<file path="config.mk">
export PLATFORM = sky130hd
export DESIGN_NAME = design67_15_45_top_post_route
export DESIGN_NICKNAME = d
export VERILOG_FILES = /design/src/rtl/design67_15_45_top.sv
export SDC_FILE = /design/constraint.sdc
export NUM_CORES = 1
export LEC_CHECK = 0
export ABC_AREA = 1
export BUFFER_PORTS_ARGS = -buffer_cell sky130_fd_sc_hd__clkbuf_2
export CORE_UTILIZATION = 30
export DETAILED_ROUTE_END_ITERATION = 10
export GPL_ROUTABILITY_DRIVEN = 1
export HOLD_SLACK_MARGIN = 0.15
export SKIP_CTS_REPAIR_TIMING = 1
export SYNTH_ARGS = -nofsm -noshare
export SYNTH_HDL_FRONTEND = slang
export SYNTH_SLANG_ARGS = --single-unit
</file>
<file path="constraint.sdc">
create_clock -name clk -period 4.5 [get_ports clk]
set_input_delay 0.9 -clock clk [delete_from_list [all_inputs] [get_ports clk]]
set_output_delay 0.9 -clock clk [all_outputs]
set_load 0.03 [all_outputs]
</file>
<file path="src/rtl/design67_15_45_top.sv">
// design67_15_45_top: two-stage byte pipeline producing a packed result word
//   out = {acc, msb, pop, rx, sum}
// Stage 1 captures the input byte and its predecessor; stage 2 registers the
// sum of the pair plus rotate-xor, popcount, leading-one index and a running
// accumulator of the captured byte.
// Optional feature macro: DESIGN67_ACC_SAT_EN (accumulator saturates at 8'hFF
// instead of wrapping modulo 256).
// Also contains design67_15_45_top_post_route, the same function with the
// input byte and output word flattened to scalar ports.

module design67_15_45_top (
    input  logic        clk,
    input  logic        rst,
    input  logic [31:0] in,
    output logic [31:0] out
);

    logic [7:0] a, b;
    logic [7:0] sum, rx, acc;
    logic [3:0] pop, msb;

    logic [3:0] pop_n, msb_n;
    logic [7:0] acc_n;

    // only the low byte is functional; the rest is dropped here on purpose
    logic unused_in;
    assign unused_in = ^in[31:8];

    // stage 1: current byte and the one before it
    always_ff @(posedge clk or negedge rst) begin
        if (!rst) begin
            a <= '0;
            b <= '0;
        end else begin
            a <= in[7:0];
            b <= a;
        end
    end

    // popcount and highest-set-bit index of a; 4'hF flags a == 0
    always_comb begin
        pop_n = '0;
        msb_n = 4'hF;
        for (int i = 0; i < 8; i++) begin
            if (a[i]) begin
                pop_n = pop_n + 4'd1;
                msb_n = 4'(i);
            end
        end
    end

`ifdef DESIGN67_ACC_SAT_EN
    logic [8:0] acc_sum;
    // saturating accumulate: clamp on carry out of bit 7
    always_comb begin
        acc_sum = {1'b0, acc} + {1'b0, a};
        acc_n   = acc_sum[8] ? 8'hFF : acc_sum[7:0];
    end
`else
    // wrapping accumulate modulo 256
    always_comb begin
        acc_n = acc + a;
    end
`endif

    // stage 2: result fields, all derived from the stage-1 registers
    always_ff @(posedge clk or negedge rst) begin
        if (!rst) begin
            sum <= '0;
            rx  <= '0;
            pop <= '0;
            msb <= '0;
            acc <= '0;
        end else begin
            sum <= a + b;
            rx  <= a ^ {a[6:0], a[7]};
            pop <= pop_n;
            msb <= msb_n;
            acc <= acc_n;
        end
    end

    // output is pure register fan-out, no path from in
    assign out = {acc, msb, pop, rx, sum};

endmodule

// Scalar-port variant; wraps the core so both views stay functionally identical.
module design67_15_45_top_post_route (
    input  logic clk,
    input  logic rst,
    input  logic in_0, input  logic in_1, input  logic in_2, input  logic in_3,
    input  logic in_4, input  logic in_5, input  logic in_6, input  logic in_7,
    output logic out_0,  output logic out_1,  output logic out_2,  output logic out_3,
    output logic out_4,  output logic out_5,  output logic out_6,  output logic out_7,
    output logic out_8,  output logic out_9,  output logic out_10, output logic out_11,
    output logic out_12, output logic out_13, output logic out_14, output logic out_15,
    output logic out_16, output logic out_17, output logic out_18, output logic out_19,
    output logic out_20, output logic out_21, output logic out_22, output logic out_23,
    output logic out_24, output logic out_25, output logic out_26, output logic out_27,
    output logic out_28, output logic out_29, output logic out_30, output logic out_31
);

    logic [31:0] in_w, out_w;

    assign in_w = {24'h0, in_7, in_6, in_5, in_4, in_3, in_2, in_1, in_0};

    design67_15_45_top u_core (
        .clk (clk),
        .rst (rst),
        .in  (in_w),
        .out (out_w)
    );

    assign {out_31, out_30, out_29, out_28, out_27, out_26, out_25, out_24,
            out_23, out_22, out_21, out_20, out_19, out_18, out_17, out_16,
            out_15, out_14, out_13, out_12, out_11, out_10, out_9,  out_8,
            out_7,  out_6,  out_5,  out_4,  out_3,  out_2,  out_1,  out_0} = out_w;

endmodule

</file>
Yosys cells after proc, flatten, opt, wreduce, memory -nomap -nowiden

Cells that the tools add are included.
W data, S select, Z words.

Register bits after elaboration: 48
Latch bits: 0
Memory bits (writable): 0
Memory bits (read-only): 0
Bits of input ports: 10
Output and inout port bits: 32
Logic and storage cells: 33
Memories kept: 0

Add/subtract/negate cells: 9
Multiply operators: 0
Divide/modulo/power cells: 0
Order comparisons: 0
Equal/unequal tests: 0
Shift operators: 0
Mux-type cells: 16
Bitwise operators: 1
Reductions and logical operators: 0

Operators with widths:

| kind                  | count |
|---|---|
| $mux W4               | 15 |
| $add A4 B1 Y4 const B | 7 |
| $add A8 B8 Y8         | 2 |
| $xor A8 B8 Y8         | 1 |
| $mux W1               | 1 |

Longest topological paths before layout

Word-level depth: 15
Mapped depth: 23
Mapped depth without buffers: 23

Modules after synthesis

Synthesis repeated with hierarchy kept, for this count alone.

Cells, all modules: 276
Area total of the unflattened synthesis: 2,597.5 µm²

Modules (own cells, without submodules):

| module                        | times used | cells each | area each (µm²) | sequential area each (µm²) |
|---|---|---|---|---|
| design67_15_45_top            | 1          | 275        | 2,593.7         | 1,201.2 |
| design67_15_45_top_post_route | 1          | 1          | 3.8             | 0.0 |

Worst setup path after synthesis

No wires, ideal clock.

Kind: register to register
Start point: register u_core.a[1]
End point: register u_core.pop[1]
Setup time: 130 ps
Arrival: 3,080 ps
Required time: 4,370 ps
Setup slack: 1,290 ps
Stages on the path, launching flop included: 21
Path buffers: 0
Period minus slack after synthesis: 3,210 ps
Cell sequence: dfrtp_1 inv_1 ha_1 nand2_1 inv_1 nor2_2 ha_1 or2_0 nand2_1 nand2_1 nand2_1 nand2_1 nand3_1 nand2_1 ha_1 or2_2 nand2_1 inv_1 ha_1 nand2_1 o21ai_0

Cells in the longest elaborated chain, start to end: 13

Ends and longest elaborated chain:

| element                  | line | source |
|---|---|---|
| start: declaration       | 18   | `logic [7:0] a, b;` |
| start signal: assignment | 35   | `a <= in[7:0];` |
| $mux W4 *                | 45   | `if (a[i]) begin` |
| $add A4 B1 Y4            | 46   | `pop_n = pop_n + 4'd1;` |
| $mux W4 *                | 45   |  |
| $add A4 B1 Y4            | 46   |  |
| $mux W4 *                | 45   |  |
| $add A4 B1 Y4            | 46   |  |
| $mux W4 *                | 45   |  |
| $add A4 B1 Y4            | 46   |  |
| $mux W4 *                | 45   |  |
| $add A4 B1 Y4            | 46   |  |
| $mux W4 *                | 45   |  |
| $add A4 B1 Y4            | 46   |  |
| $mux W4 *                | 45   |  |
| via u_core.pop_n[1]      | 22   | `logic [3:0] pop_n, msb_n;` |
| end signal: assignment   | 77   | `pop <= pop_n;` |
| end: declaration         | 20   | `logic [3:0] pop, msb;` |

The timed path passes the listed nets; every way through them passes the cells marked *.

Final worst setup path

Same ends and word-level chain as after synthesis.

==> results.py <==
metrics = {
    "drt": {
        "wirelength_um": 4730,
        "via_per_inst": 4.34,
        "wl_per_cell_um": 11.5,
        "dr.first_iter.drc_count": 57,
        "vias": 1787,
        "drtPass1Iterations": 4,
        "ant_nets": 0,
        "drc": 0,
    },
    "clock_network": {
        "cts_buffers": 5,
        "cts_max_path_buffers": 2,
        "cts_tree": "built",
        "clk_latency_ps": 290,
        "cts_root_buf": "clkbuf_8",
        "clk_pin_slew_ps": 80,
        "cts_htree_levels": 2,
        "cts.sinks": 48,
    },
    "floorplanning": {
        "initial_core_util_pct": 31.8,
        "coreArea_mm2": 0.00789,
        "die-area_mm2": 0.00873,
        "die_h_um": 93.4,
        "rows": 32,
        "die_w_um": 93.4,
        "io_pins": 42,
    },
    "timing": {
        "hold_ws_ps": 512,
        "tns_ps": 0,
        "period_needed_ps": 3550,
        "grt_setup_unrepaired": "false",
        "drv_slew": 0,
        "fin_crit_sh_pct": 78.8,
        "fmaxAchievable_mhz": 282,
        "slew_headroom_pct": 60.1,
        "setup_violations": 0,
        "worstMarginPinSlew_ps": 599,
        "skew_ps": 4.78,
        "hold_viol": 0,
    },
    "global_route": {
        "grt_use_total_pct": 12.5,
        "grtUsageMet3_pct": 3.17,
        "busiest_layer": "met2",
        "antenna_found_initial": 0,
        "grt_pass1_vias": 1811,
        "grt_max_degree": 49,
        "grt_use_met2_pct": 19.7,
        "met1_usage_pct": 17.0,
        "gr-total-overflow": 0,
        "grt_pass1_wl_um": 8470,
    },
    "worst_setup_path": {
        "endpoint_kind": "flip-flop",
        "cpPeakStageDelay_ps": 470,
        "cp-start-kind": "flip-flop",
        "crit_chain": "inv_1, ha_1, nand2_1, inv_1, nor2_2, ha_1, or2_0, nand2_1, nand2_1, nand2_1, nand2_1, nand3_1, nand2_1, ha_1, or2_2, nand2_1, inv_1, ha_1, nand2_1, o21ai_0",
        "crit_path_frequent_cell": "nand2_1",
        "path_max_fanout": 7,
        "cp.arrival_ps": 3700,
        "critPathSlowestCell": "dfrtp_1",
        "cp.required_ps": 4650,
        "path_class": "flip-flop to flip-flop",
    },
    "power": {
        "p_leak_nw": 1.51,
        "p_per_area_mw_per_mm2": 463,
        "vdd_drop_max_mv": 0.358,
    },
    "cells_and_area": {
        "fill_cells": 824,
        "layout.cells.most_common": "nand2_1",
        "ff_latch_area_mm2": 0.00120,
        "diodes": 0,
        "final_util_pct": 36.8,
        "multi_input_area_mm2": 0.00115,
        "syn_to_final_growth_pct": 15.9,
        "drive_above_1_share_pct": 22.3,
        "layout.nets": 344,
        "mostFrequentLayoutCells": "nand2_1 (58), dfrtp_1 (48), clkbuf_2 (41)",
    },
    "synth": {
        "synth_area_per_cell_um2": 9.46,
        "synthCells": 265,
        "synth_area_mm2": 0.00251,
        "synth_cell_types": 27,
        "synth_warnings": 0,
        "syn_nets": 300,
        "ys_ff_latch": 48,
        "ys_seq_area_share_pct": 47.9,
    },
    "status": {
        "status": "complete, no violations",
    },
    "placed_design": {
        "hpwl_um": 3570,
        "gpl.final_weighted_congestion": 0.840,
        "portBuffers": 41,
    },
    "flow_run": {
        "drv_cap": 0,
    },
    "hold_path": {
        "hold_class": "flip-flop to flip-flop",
    },
}
kinds of logic after synthesis:
family          count (synthesis)  synth area share [%]
compound gates                 24                  5.09
fa+ha+maj                      25                  13.1
buf+inv                        36                  6.24
flops                          48                  47.9
xor+xnor                       22                  7.68
simple gates                  110                  20.0
metrics by stage:
step                std cells  setup slack [ps]  area, um^2  power, mW
global route              412               601        2910       1.45
global placement          404              1070        2820       1.09
finish                    412               955        2910       1.35
detailed placement        404               962        2820       1.10
CTS                       412               931        2910       1.37
floorplan                 265              1290        2510      0.953
worst max-delay path: cells and delay by family (launching register included):
kind	cells	cell delay, ps
compound gates	1	90
fa+ha+maj	4	1220
buf+inv	3	290
simple gates	12	1340
flops	1	470
layer usage:
layer,part of all wire [%],vias to the layer above
li1,-,926
met5,0,-
met4,0.85,0
met2,44,38
met1,51,819
met3,4.3,4
state kept, by name (all words and copies together) (netlist names):
signal	cells
u_core.a	8
u_core.acc	8
u_core.b	8
u_core.msb	4
u_core.pop	4
u_core.rx	8
u_core.sum	8
power breakdown:
part	internal, mW	switching, mW
combinational	0.176	0.351
sequential	0.510	0.0484
clock	0.126	0.134
layout make-up:
cell class / instances / share of cell area, %
Timing Repair Buffer: 42 / 7.32
Inverter: 31 / 4.26
Clock buffer: 8 / 3.10
Tap cell: 102 / 4.39
Sequential cell: 48 / 41.3
Multi-Input combinational cell: 181 / 39.6
synth_stat cells:
library cell / count / area (um^2)
nand2_1: 58 / 218
fa_1: 2 / 40.0
nand4_1: 1 / 6.26
xor2_1: 17 / 149
or2_0: 1 / 6.26
nor2_1: 8 / 30.0
nor2_2: 2 / 12.5
buf_4: 1 / 7.51
o31ai_1: 1 / 7.51
buf_6: 1 / 11.3
a21o_1: 2 / 15.0
inv_2: 1 / 3.75
or2_2: 1 / 6.26
nand3_1: 23 / 115
nand3_2: 2 / 20.0
inv_1: 28 / 105
a21oi_1: 11 / 55.1
ha_1: 23 / 288
clkinv_1: 1 / 3.75
clkbuf_1: 1 / 3.75
buf_2: 2 / 10.0
dfrtp_1: 48 / 1200
xnor2_1: 5 / 43.8
o21ai_1: 1 / 5.00
o21ai_0: 9 / 45.0
nand2_2: 14 / 87.6
inv_8: 1 / 11.3
final timing paths:
path / cells after the start / slack [ps] / end / start
worst max-delay path: 20 / 950 / u_core.pop[1] / u_core.a[1]
worst min-delay path: 1 / 510 / u_core.sum[0] / u_core.b[0]
worst max register to register: 20 / 950 / u_core.pop[1] / u_core.a[1]
worst min register to register: 1 / 510 / u_core.sum[0] / u_core.b[0]
max in group asynchronous: 2 / 3400 / u_core.rx[1] / rst
min in group asynchronous: 2 / 700 / u_core.a[6] / rst
(Power assumes the default switching activity.)
